## src/rtl/cdb_pkg.sv

```systemverilog
// cdb_pkg: shared types and constants for the common-data-bus arbiter.
//   cdb_pkt_t   broadcast payload (result value, rename/ROB tags, PC, branch fields)
//   CH_W        width of a channel index for the default channel count
//   CH_ALU..CH_SQ  channel IDs of the default producer set (0 = highest fixed priority)
package cdb_pkg;

    localparam int unsigned CDB_NUM_CH = 5;
    localparam int unsigned CDB_DEPTH  = 4;
    localparam int unsigned CDB_LANES  = 2;

    localparam int unsigned CH_W      = $clog2(CDB_NUM_CH);
    localparam int unsigned XLEN      = 32;
    localparam int unsigned PRF_IDX_W = 6;
    localparam int unsigned ROB_IDX_W = 5;

    localparam logic [CH_W-1:0] CH_ALU    = CH_W'(0);
    localparam logic [CH_W-1:0] CH_MUL    = CH_W'(1);
    localparam logic [CH_W-1:0] CH_BR     = CH_W'(2);
    localparam logic [CH_W-1:0] CH_DCACHE = CH_W'(3);
    localparam logic [CH_W-1:0] CH_SQ     = CH_W'(4);

    typedef struct packed {
        logic [XLEN-1:0]      value;
        logic [PRF_IDX_W-1:0] prf_idx;
        logic [ROB_IDX_W-1:0] rob_idx;
        logic [XLEN-1:0]      pc;
        logic                 br_direction;
        logic [XLEN-1:0]      br_target_pc;
        logic                 mis_pred;
        logic                 local_pred_dir;
        logic                 global_pred_dir;
    } cdb_pkt_t;

endpackage

```

## src/rtl/cdb_chan_fifo.sv

```systemverilog
// cdb_chan_fifo: per-channel result queue feeding the CDB arbiter.
//   clock, reset   clock and synchronous active-high reset
//   flush_i        squash all entries (pointers and count clear at the edge)
//   push_i         enqueue push_pkt_i (ignored when full or flushing)
//   pop_i          dequeue the head entry (ignored when empty or flushing)
//   head_pkt_o     oldest entry; meaningless while empty_o
//   full_o/empty_o occupancy flags derived from the registered count
module cdb_chan_fifo
    import cdb_pkg::*;
#(
    parameter int unsigned DEPTH = 4
) (
    input  logic     clock,
    input  logic     reset,
    input  logic     flush_i,
    input  logic     push_i,
    input  cdb_pkt_t push_pkt_i,
    input  logic     pop_i,
    output cdb_pkt_t head_pkt_o,
    output logic     full_o,
    output logic     empty_o
);

    localparam int unsigned PTR_W = (DEPTH > 1) ? $clog2(DEPTH) : 1;
    localparam int unsigned CNT_W = $clog2(DEPTH + 1);

    logic [PTR_W-1:0] head_q, head_d;
    logic [PTR_W-1:0] tail_q, tail_d;
    logic [CNT_W-1:0] count_q, count_d;
    cdb_pkt_t         mem_q [DEPTH];
    logic             do_push;
    logic             do_pop;

    assign full_o     = (count_q == CNT_W'(DEPTH));
    assign empty_o    = (count_q == '0);
    assign head_pkt_o = mem_q[head_q];
    assign do_push    = push_i && !full_o && !flush_i;
    assign do_pop     = pop_i && !empty_o && !flush_i;

    // Next-state for pointers and count; wrap by compare so DEPTH need not be a power of 2.
    always_comb begin
        head_d  = head_q;
        tail_d  = tail_q;
        count_d = count_q;
        if (flush_i) begin
            head_d  = '0;
            tail_d  = '0;
            count_d = '0;
        end else begin
            if (do_push) begin
                tail_d = (tail_q == PTR_W'(DEPTH - 1)) ? '0 : tail_q + PTR_W'(1);
            end
            if (do_pop) begin
                head_d = (head_q == PTR_W'(DEPTH - 1)) ? '0 : head_q + PTR_W'(1);
            end
            case ({do_push, do_pop})
                2'b10:   count_d = count_q + CNT_W'(1);
                2'b01:   count_d = count_q - CNT_W'(1);
                default: count_d = count_q;
            endcase
        end
    end

    // Pointer and count registers.
    always_ff @(posedge clock) begin
        if (reset) begin
            head_q  <= '0;
            tail_q  <= '0;
            count_q <= '0;
        end else begin
            head_q  <= head_d;
            tail_q  <= tail_d;
            count_q <= count_d;
        end
    end

    // Payload storage; contents need no reset since empty entries are never broadcast.
    always_ff @(posedge clock) begin
        if (do_push) begin
            mem_q[tail_q] <= push_pkt_i;
        end
    end

endmodule

```

## src/rtl/cdb_multi_lane_arbiter.sv

```systemverilog
// cdb_multi_lane_arbiter: queues results from NUM_CH producers and broadcasts up to
// LANES of them per cycle on the common data bus.
//   clock, reset  clock and synchronous active-high reset
//   flush         mispredict squash: blocks broadcast and pushes, clears every queue
//   in_valid/in_pkt/in_ready   per-channel producer handshake
//   out_valid/out_pkt/out_src  per-lane broadcast (payload and source '0 when idle)
//   busy          any channel queue non-empty
// Build option: define CDB_RR_ARB_EN for rotating priority starting at rr_ptr;
// otherwise channel 0 always has the highest priority.
module cdb_multi_lane_arbiter
    import cdb_pkg::*;
#(
    parameter  int unsigned NUM_CH = CDB_NUM_CH,
    parameter  int unsigned DEPTH  = CDB_DEPTH,
    parameter  int unsigned LANES  = CDB_LANES,
    localparam int unsigned SRC_W  = (NUM_CH > 1) ? $clog2(NUM_CH) : 1
) (
    input  logic                         clock,
    input  logic                         reset,
    input  logic                         flush,
    input  logic     [NUM_CH-1:0]        in_valid,
    input  cdb_pkt_t [NUM_CH-1:0]        in_pkt,
    output logic     [NUM_CH-1:0]        in_ready,
    output logic     [LANES-1:0]         out_valid,
    output cdb_pkt_t [LANES-1:0]         out_pkt,
    output logic     [LANES-1:0][SRC_W-1:0] out_src,
    output logic                         busy
);

    logic [NUM_CH-1:0] full;
    logic [NUM_CH-1:0] empty;
    logic [NUM_CH-1:0] push;
    logic [NUM_CH-1:0] grant;
    logic [NUM_CH-1:0] avail;
    cdb_pkt_t          head_pkt [NUM_CH];
    logic [SRC_W-1:0]  sel;
    logic [SRC_W-1:0]  idx;
    logic              found;

`ifdef CDB_RR_ARB_EN
    logic [SRC_W-1:0]  rr_ptr_q, rr_ptr_d;
    logic [SRC_W-1:0]  last_src;
    logic              any_grant;
    int unsigned       rr_sum;
`endif

    // Readiness depends only on registered fullness and flush, never on this cycle's pop.
    assign in_ready = ~full & ~{NUM_CH{flush}};
    assign push     = in_valid & in_ready;
    assign busy     = |(~empty);

    for (genvar c = 0; c < NUM_CH; c++) begin : g_ch
        cdb_chan_fifo #(
            .DEPTH (DEPTH)
        ) u_fifo (
            .clock      (clock),
            .reset      (reset),
            .flush_i    (flush),
            .push_i     (push[c]),
            .push_pkt_i (in_pkt[c]),
            .pop_i      (grant[c]),
            .head_pkt_o (head_pkt[c]),
            .full_o     (full[c]),
            .empty_o    (empty[c])
        );
    end

    // Lane fill: each lane takes the first remaining requester in priority order,
    // then masks it out so no channel wins twice in one cycle.
    always_comb begin
        avail     = ~empty & ~{NUM_CH{flush}};
        grant     = '0;
        out_valid = '0;
        out_pkt   = '0;
        out_src   = '0;
        sel       = '0;
        idx       = '0;
        found     = 1'b0;
`ifdef CDB_RR_ARB_EN
        last_src  = '0;
        any_grant = 1'b0;
        rr_sum    = 0;
`endif
        for (int l = 0; l < LANES; l++) begin
            found = 1'b0;
            sel   = '0;
            for (int k = 0; k < NUM_CH; k++) begin
`ifdef CDB_RR_ARB_EN
                rr_sum = int'(rr_ptr_q) + k;
                if (rr_sum >= NUM_CH) begin
                    rr_sum = rr_sum - NUM_CH;
                end
                idx = SRC_W'(rr_sum);
`else
                idx = SRC_W'(k);
`endif
                if (!found && avail[idx]) begin
                    found = 1'b1;
                    sel   = idx;
                end
            end
            if (found) begin
                avail[sel]   = 1'b0;
                grant[sel]   = 1'b1;
                out_valid[l] = 1'b1;
                out_src[l]   = sel;
                out_pkt[l]   = head_pkt[sel];
`ifdef CDB_RR_ARB_EN
                last_src     = sel;
                any_grant    = 1'b1;
`endif
            end
        end
    end

`ifdef CDB_RR_ARB_EN
    // Rotate past the last lane granted; hold when nothing was broadcast (including flush).
    always_comb begin
        rr_ptr_d = rr_ptr_q;
        if (any_grant) begin
            rr_ptr_d = (last_src == SRC_W'(NUM_CH - 1)) ? '0 : last_src + SRC_W'(1);
        end
    end

    always_ff @(posedge clock) begin
        if (reset) begin
            rr_ptr_q <= '0;
        end else begin
            rr_ptr_q <= rr_ptr_d;
        end
    end
`endif

endmodule

```

## config.mk

```make
export PLATFORM = sky130hd
export DESIGN_NAME = cdb_multi_lane_arbiter
export DESIGN_NICKNAME = d
export VERILOG_FILES = /design/src/rtl/cdb_pkg.sv /design/src/rtl/cdb_chan_fifo.sv /design/src/rtl/cdb_multi_lane_arbiter.sv
export SDC_FILE = /design/constraint.sdc
export NUM_CORES = 2
export LEC_CHECK = 0
export ABC_AREA = 1
export CORE_MARGIN = 2
export CORE_UTILIZATION = 30
export CTS_CLUSTER_SIZE = 16
export DETAILED_ROUTE_END_ITERATION = 10
export GPL_TIMING_DRIVEN = 0
export PLACE_DENSITY_LB_ADDON = 0.12
export SLEW_MARGIN = 25
export SYNTH_ARGS = -nofsm -noshare
export SYNTH_HDL_FRONTEND = slang
export SYNTH_SLANG_ARGS = --single-unit
```

## constraint.sdc

```tcl
create_clock -name clock -period 8.4 [get_ports clock]
set_input_delay 1.68 -clock clock [delete_from_list [all_inputs] [get_ports clock]]
set_output_delay 1.68 -clock clock [all_outputs]
set_load 0.01 [all_outputs]
```

---- Yosys cells after proc, flatten, opt, wreduce, memory -nomap -nowiden ----
Memory sizes are Yosys's and may differ from the RTL's. A register that Yosys moved wholly into a read port is not among the register bits.
Index checks and enable logic that the tools add are counted.
word-level totals
  register bits ........................... 35
  RAM bits ................................ 2,220
  input bits .............................. 563
  output and inout port bits .............. 236
  logic and storage cells ................. 215
  memories ................................ 5
cells by class
  $add $sub $neg .......................... 20
  magnitude comparators ................... 6
  equality and inequality tests ........... 25
  mux-type cells .......................... 72
  bitwise gates (word level) .............. 11
  reduce and logical (&&, ||, !) cells .... 61
memories
  memory                depth  bits a word  read ports  clocked after memory_dff  write ports  line                 RTL
  g_ch[0].u_fifo.mem_q  4      111          1           1                         1            cdb_chan_fifo.sv:30  cdb_pkt_t mem_q [DEPTH];
  g_ch[1].u_fifo.mem_q  4      111          1           1                         1            cdb_chan_fifo.sv:30
  g_ch[2].u_fifo.mem_q  4      111          1           1                         1            cdb_chan_fifo.sv:30
  g_ch[3].u_fifo.mem_q  4      111          1           1                         1            cdb_chan_fifo.sv:30
  g_ch[4].u_fifo.mem_q  4      111          1           1                         1            cdb_chan_fifo.sv:30
operators with widths
  operator                                                                             count
  111-bit binary-select mux with 3-bit select                                          2
  111-bit 2-to-1 mux                                                                   6
  2-bit 2-to-1 mux                                                                     20
  2-bit == test, second input constant                                                 15
  1-bit logical AND                                                                    30
  3-bit one-hot mux with 2 select lines                                                5
  1-bit 2-to-1 mux                                                                     26
  3-bit 2-to-1 mux                                                                     8
  2-bit by 1-bit adder with 2-bit output, second input constant                        10
  5-bit bitwise AND                                                                    4
  5-bit inverter                                                                       4
  1-bit zero test                                                                      19
  3-bit by 1-bit adder with 3-bit output, second input constant                        5
  3-bit == test, second input constant                                                 5
  3-bit zero test                                                                      5
  5-bit 2-to-1 mux                                                                     3
  3-bit by 1-bit subtractor with 3-bit output, second input constant                   5
  2-bit by 1-bit == test with 1-bit output, second input constant                      5
  2-bit nonzero test                                                                   5
  4-bit greater-or-equal comparator, second input constant                             2
  3-bit by 4-bit less-than comparator with 1-bit output, second input constant         2
  3-bit inverter with 4-bit output                                                     2
  1-bit demux with 3-bit select                                                        2
  3-bit by 1-bit greater-or-equal comparator with 1-bit output, second input constant  2
  other kinds (3)                                                                      3

---- Depth between registers and ports, before layout ----
  depth after elaboration ................. 46
  mapped depth ............................ 16
  depth with buffers taken out ............ 16

---- Modules after synthesis ----
A second synthesis with hierarchy kept.
second synthesis, totals
  cells, all modules ...................... 7,743
  area, all modules ....................... 93,856.3 um^2
by module, submodules not included
  module                              times used  cells an instance  area an instance (um^2)  seq. area each (um^2)
  cdb_chan_fifo (g_ch[1].u_fifo ...)  2           1,150              16,908.7                 13,513.0
  cdb_chan_fifo (g_ch[3].u_fifo)      1           1,150              16,982.5                 13,513.0
  cdb_chan_fifo (g_ch[0].u_fifo)      1           1,148              16,955.0                 13,513.0
  cdb_chan_fifo (g_ch[2].u_fifo)      1           1,148              16,947.5                 13,513.0
  cdb_multi_lane_arbiter              1           1,997              9,153.8                  0.0

---- Worst setup path after synthesis ----
OpenSTA, ideal clock, no wires.
  path type ............................... input to register
  start ................................... input port flush
  end ..................................... memory g_ch[3].u_fifo.mem_q[0][0] (netlist bit) (enable)
  library setup time ...................... 583 ps
  arrival time ............................ 7,010 ps
  required time ........................... 7,817 ps
  path slack .............................. 807 ps
  stages on the path ...................... 4
  path buffers ............................ 1
  cells stage by stage .................... buf_2 -> a31oi_1 -> nand2_1 -> nor2_1
between the ends
  word-level cells in the longest chain between the ends .. 7
  elaborated cells on any way between the ends .. 8
  classes of those cells .................. 2 x mux; 3 x bitwise; 3 x reduce/logical
RTL lines
  item                                    line                          RTL
  start, declared                         cdb_multi_lane_arbiter.sv:20  input logic flush,
  5-bit inverter                          cdb_multi_lane_arbiter.sv:48  assign in_ready = ~full & ~{NUM_CH{flush}};
  5-bit bitwise AND                       cdb_multi_lane_arbiter.sv:48
  net in_ready[3]                         cdb_multi_lane_arbiter.sv:23  output logic [NUM_CH-1:0] in_ready,
  5-bit bitwise AND                       cdb_multi_lane_arbiter.sv:49  assign push = in_valid & in_ready;
  1-bit logical AND (2 in series)         cdb_chan_fifo.sv:37           assign do_push = push_i && !full_o && !flush_i;
  1-bit 2-to-1 mux                        cdb_chan_fifo.sv:79           if (do_push) begin
  1-bit 2-to-1 mux (implied by the code)  cdb_chan_fifo.sv:80           mem_q[tail_q] <= push_pkt_i;
  end, declared                           cdb_chan_fifo.sv:30
The timed path passes the listed nets, and every way through them passes these cells.

==> flow_summary.yaml <==
synth:
  synth_top_area_frac: 0.6994
  synth_edf_count: 2220
  post-synth-top-area-cell: "edfxtp_1"
  yosys_warnings: 0
  synth_cell_type_count: 35
  ys_seq_area_frac: 0.7088
  syn_avg_cell_area_um2: 11.25
  synth_top_cells_by_area: "edfxtp_1 (70%), nand2_1 (6.7%), nor2_1 (5.5%)"
  ys.flop_type: "edfxtp_1"
  netlist_instances: 8476
  syn_nets: 9074
  syn_area_um2: 95320
  synth-seq-cells: 2265
  async_flop_share: 0
sta:
  setup_violations: 0
  drv_slew: 0
  rsz0062_at_grt: "no"
  fmax_mhz: 140.8
  slew_headroom: 0.1961
  worst_pin_slew_ps: 1206
  fin_skew_ps: 48.35
  final.min_clock_period_ps: 7104
  finalHoldViolations: 0
  holdWs_ps: 449.1
  finalCritPeriodShare: 0.8457
  fin_tns_setup_ps: 0
worst_setup_path:
  cp_top_family: "buffers and inverters"
  worst_ep_required_time_ps: 6720
  cp-end-kind: "output port"
  start_kind: "input pin"
  critical_path_class: "in2out"
  crit_chain: "buf_2 > inv_2 > nand2_2 > inv_1 > o21ai_1 > clkbuf_1 > nand2_1 > nand3_1 > nand3_1 > nand2_1 > clkdlybuf4s50_1"
  worst_path_largest_cell_delay_ps: 660
  crit_arrival_ps: 5420
  slowest_stage: "o21ai_1"
  critical_path_buf_inv_count: 5
  cp_max_fo: 10
clock_network:
  hold_buffers: 0
  cts_root_buf: "clkbuf_16"
  clkSlewWorstSetupHoldPaths_ps: 60
  cts.sinks: 2265
  cts_buffer_depth: 4
  htreeDepth: 5
  post_cts_resized: 0
  post_cts_buffers: 0
  cts_tree: "yes"
  clock_latency_ps: 930
  numCtsBuffers: 269
cells_and_area:
  drive_gt1_frac: 0.08363
  fin_cells: 14130
  fillers: 30660
  final_cell_mix: "edfxtp_1 (2,220), nand2_1 (1,697), nor2_1 (1,368)"
  layout_commonest_cell: "edfxtp_1"
  final_nets: 10290
  area_growth_pct: 27.05
place:
  dp_cells: 13580
  io_buffers: 797
  gp_congestion: 0.9640
  dp_hpwl_um: 346700
routing:
  finalWirelength_um: 446200
  drt_iter0_drc: 9383
  ant_nets: 0
  vias: 73590
  drc: 0
  vias_per_cell: 5.209
  dr.pass1.iters: 6
  routedWlPerCell_um: 31.58
global_routing:
  grt_pass1_wl_um: 593000
  antenna_found_initial: 193
  grt_max_degree: 21
  grt_pass1_vias: 69070
  grtUsageTotal: 0.2684
  overflow: 0
die:
  num_rows: 206
  dieHeight_um: 567.7
  initial_core_util: 0.3021
  pin_count: 799
  placeableCoreArea_um2: 315500
  die_area_um2: 322200
  die_x_um: 567.7
job:
  cap_violations: 0
power:
  power.density_nw_per_um2: 224.8
  peakVddDrop_mv: 0.1648
  power.leakage_nw: 42.37
hold_path:
  hold_path_class: "reg2reg"
run_status:
  outcome: "finished, final reports clean"
## path summary, 6_finish.rpt
path                                                        startpoint                                     end  slack [ps]  depth (start not counted)
worst min register to register  g_ch[3].u_fifo.count_q[0]$_SDFFE_PP0P_  g_ch[3].u_fifo.count_q[0]$_SDFFE_PP0P_         450                          1
worst max-delay path                                             flush                             out_pkt[33]        1300                         11
worst min-delay path            g_ch[3].u_fifo.count_q[0]$_SDFFE_PP0P_  g_ch[3].u_fifo.count_q[0]$_SDFFE_PP0P_         450                          1
worst max register to register  g_ch[2].u_fifo.count_q[1]$_SDFFE_PP0P_  g_ch[2].u_fifo.count_q[2]$_SDFFE_PP0P_        4770                         14
## through the flow
stage	utilization	worst slack [ps]	cell area [um^2]	total power [mW]
final	0.3838	1296	121100	27.22
after floorplan	-	807.2	95320	14.02
after global placement	0.3439	-5433	108500	15.92
after CTS	0.3833	1231	120900	27.38
after global routing	0.3835	1119	121000	27.96
after detailed placement	0.3562	1333	112400	15.97
## power breakdown
group	internal [mW]	leakage (nW)	switching [mW]
registers	12.6	20.5	0.0413
clock network	6.57	4.14	4.86
logic	0.937	17.7	2.20
total	20.1	42.4	7.10
## registers in the layout, summed over array words and instances (netlist names), named ones only
signal,cells
g_ch.u_fifo.tail_q,10
g_ch.u_fifo.head_q,10
g_ch.u_fifo.count_q,15
g_ch.u_fifo.mem_q,2220
## cell type report
| type | instances | area [um^2] | share of cell area |
|---|---|---|---|
| Clock buffer | 337 | 7102 | 0.05865 |
| Timing Repair Buffer | 946 | 11670 | 0.09634 |
| Inverter | 182 | 684.4 | 0.005652 |
| Multi-Input combinational cell | 5454 | 24710 | 0.2040 |
| Buffer | 575 | 2545 | 0.02102 |
| Clock inverter | 142 | 1456 | 0.01203 |
| Sequential cell | 2265 | 67560 | 0.5579 |
| Antenna cell | 66 | 165.2 | 0.001364 |
| Tap cell | 4160 | 5205 | 0.04298 |
## cell families (layout without fill, tap and decap cells)
| logic type | count (synthesis) | count (layout) | synth area share |
|---|---|---|---|
| AO/OA/AOI/OAI | 1326 | 1326 | 0.07541 |
| adder cells (fa/ha/maj) | 35 | 35 | 0.004988 |
| buffers and inverters | 757 | 2182 | 0.03376 |
| flip-flops | 2265 | 2265 | 0.7088 |
| other | 0 | 66 | 0 |
| AND/OR/NAND/NOR | 4093 | 4093 | 0.1770 |
## Yosys cell counts, drive strengths merged (5+ instances only)
| cell | instances |
|---|---|
| a211oi | 5 |
| o21ai | 908 |
| o22ai | 292 |
| o211ai | 53 |
| nand4 | 112 |
| fa | 5 |
| nor2 | 1390 |
| a32o | 5 |
| nand2 | 1705 |
| buf | 266 |
| a21oi | 59 |
| nand3 | 825 |
| clkbuf | 309 |
| clkinv | 8 |
| dfxtp | 45 |
| or2 | 58 |
| ha | 30 |
| edfxtp | 2220 |
| inv | 174 |
## per-layer routing
layer,vias up,track usage,part of all wire
met5,-,0,0.0018
met4,128,0.1204,0.051
met3,722,0.05866,0.085
met2,3329,0.4028,0.44
met1,36770,0.3706,0.43
li1,32650,-,-
Note: power is estimated with default switching activity, not from simulation.
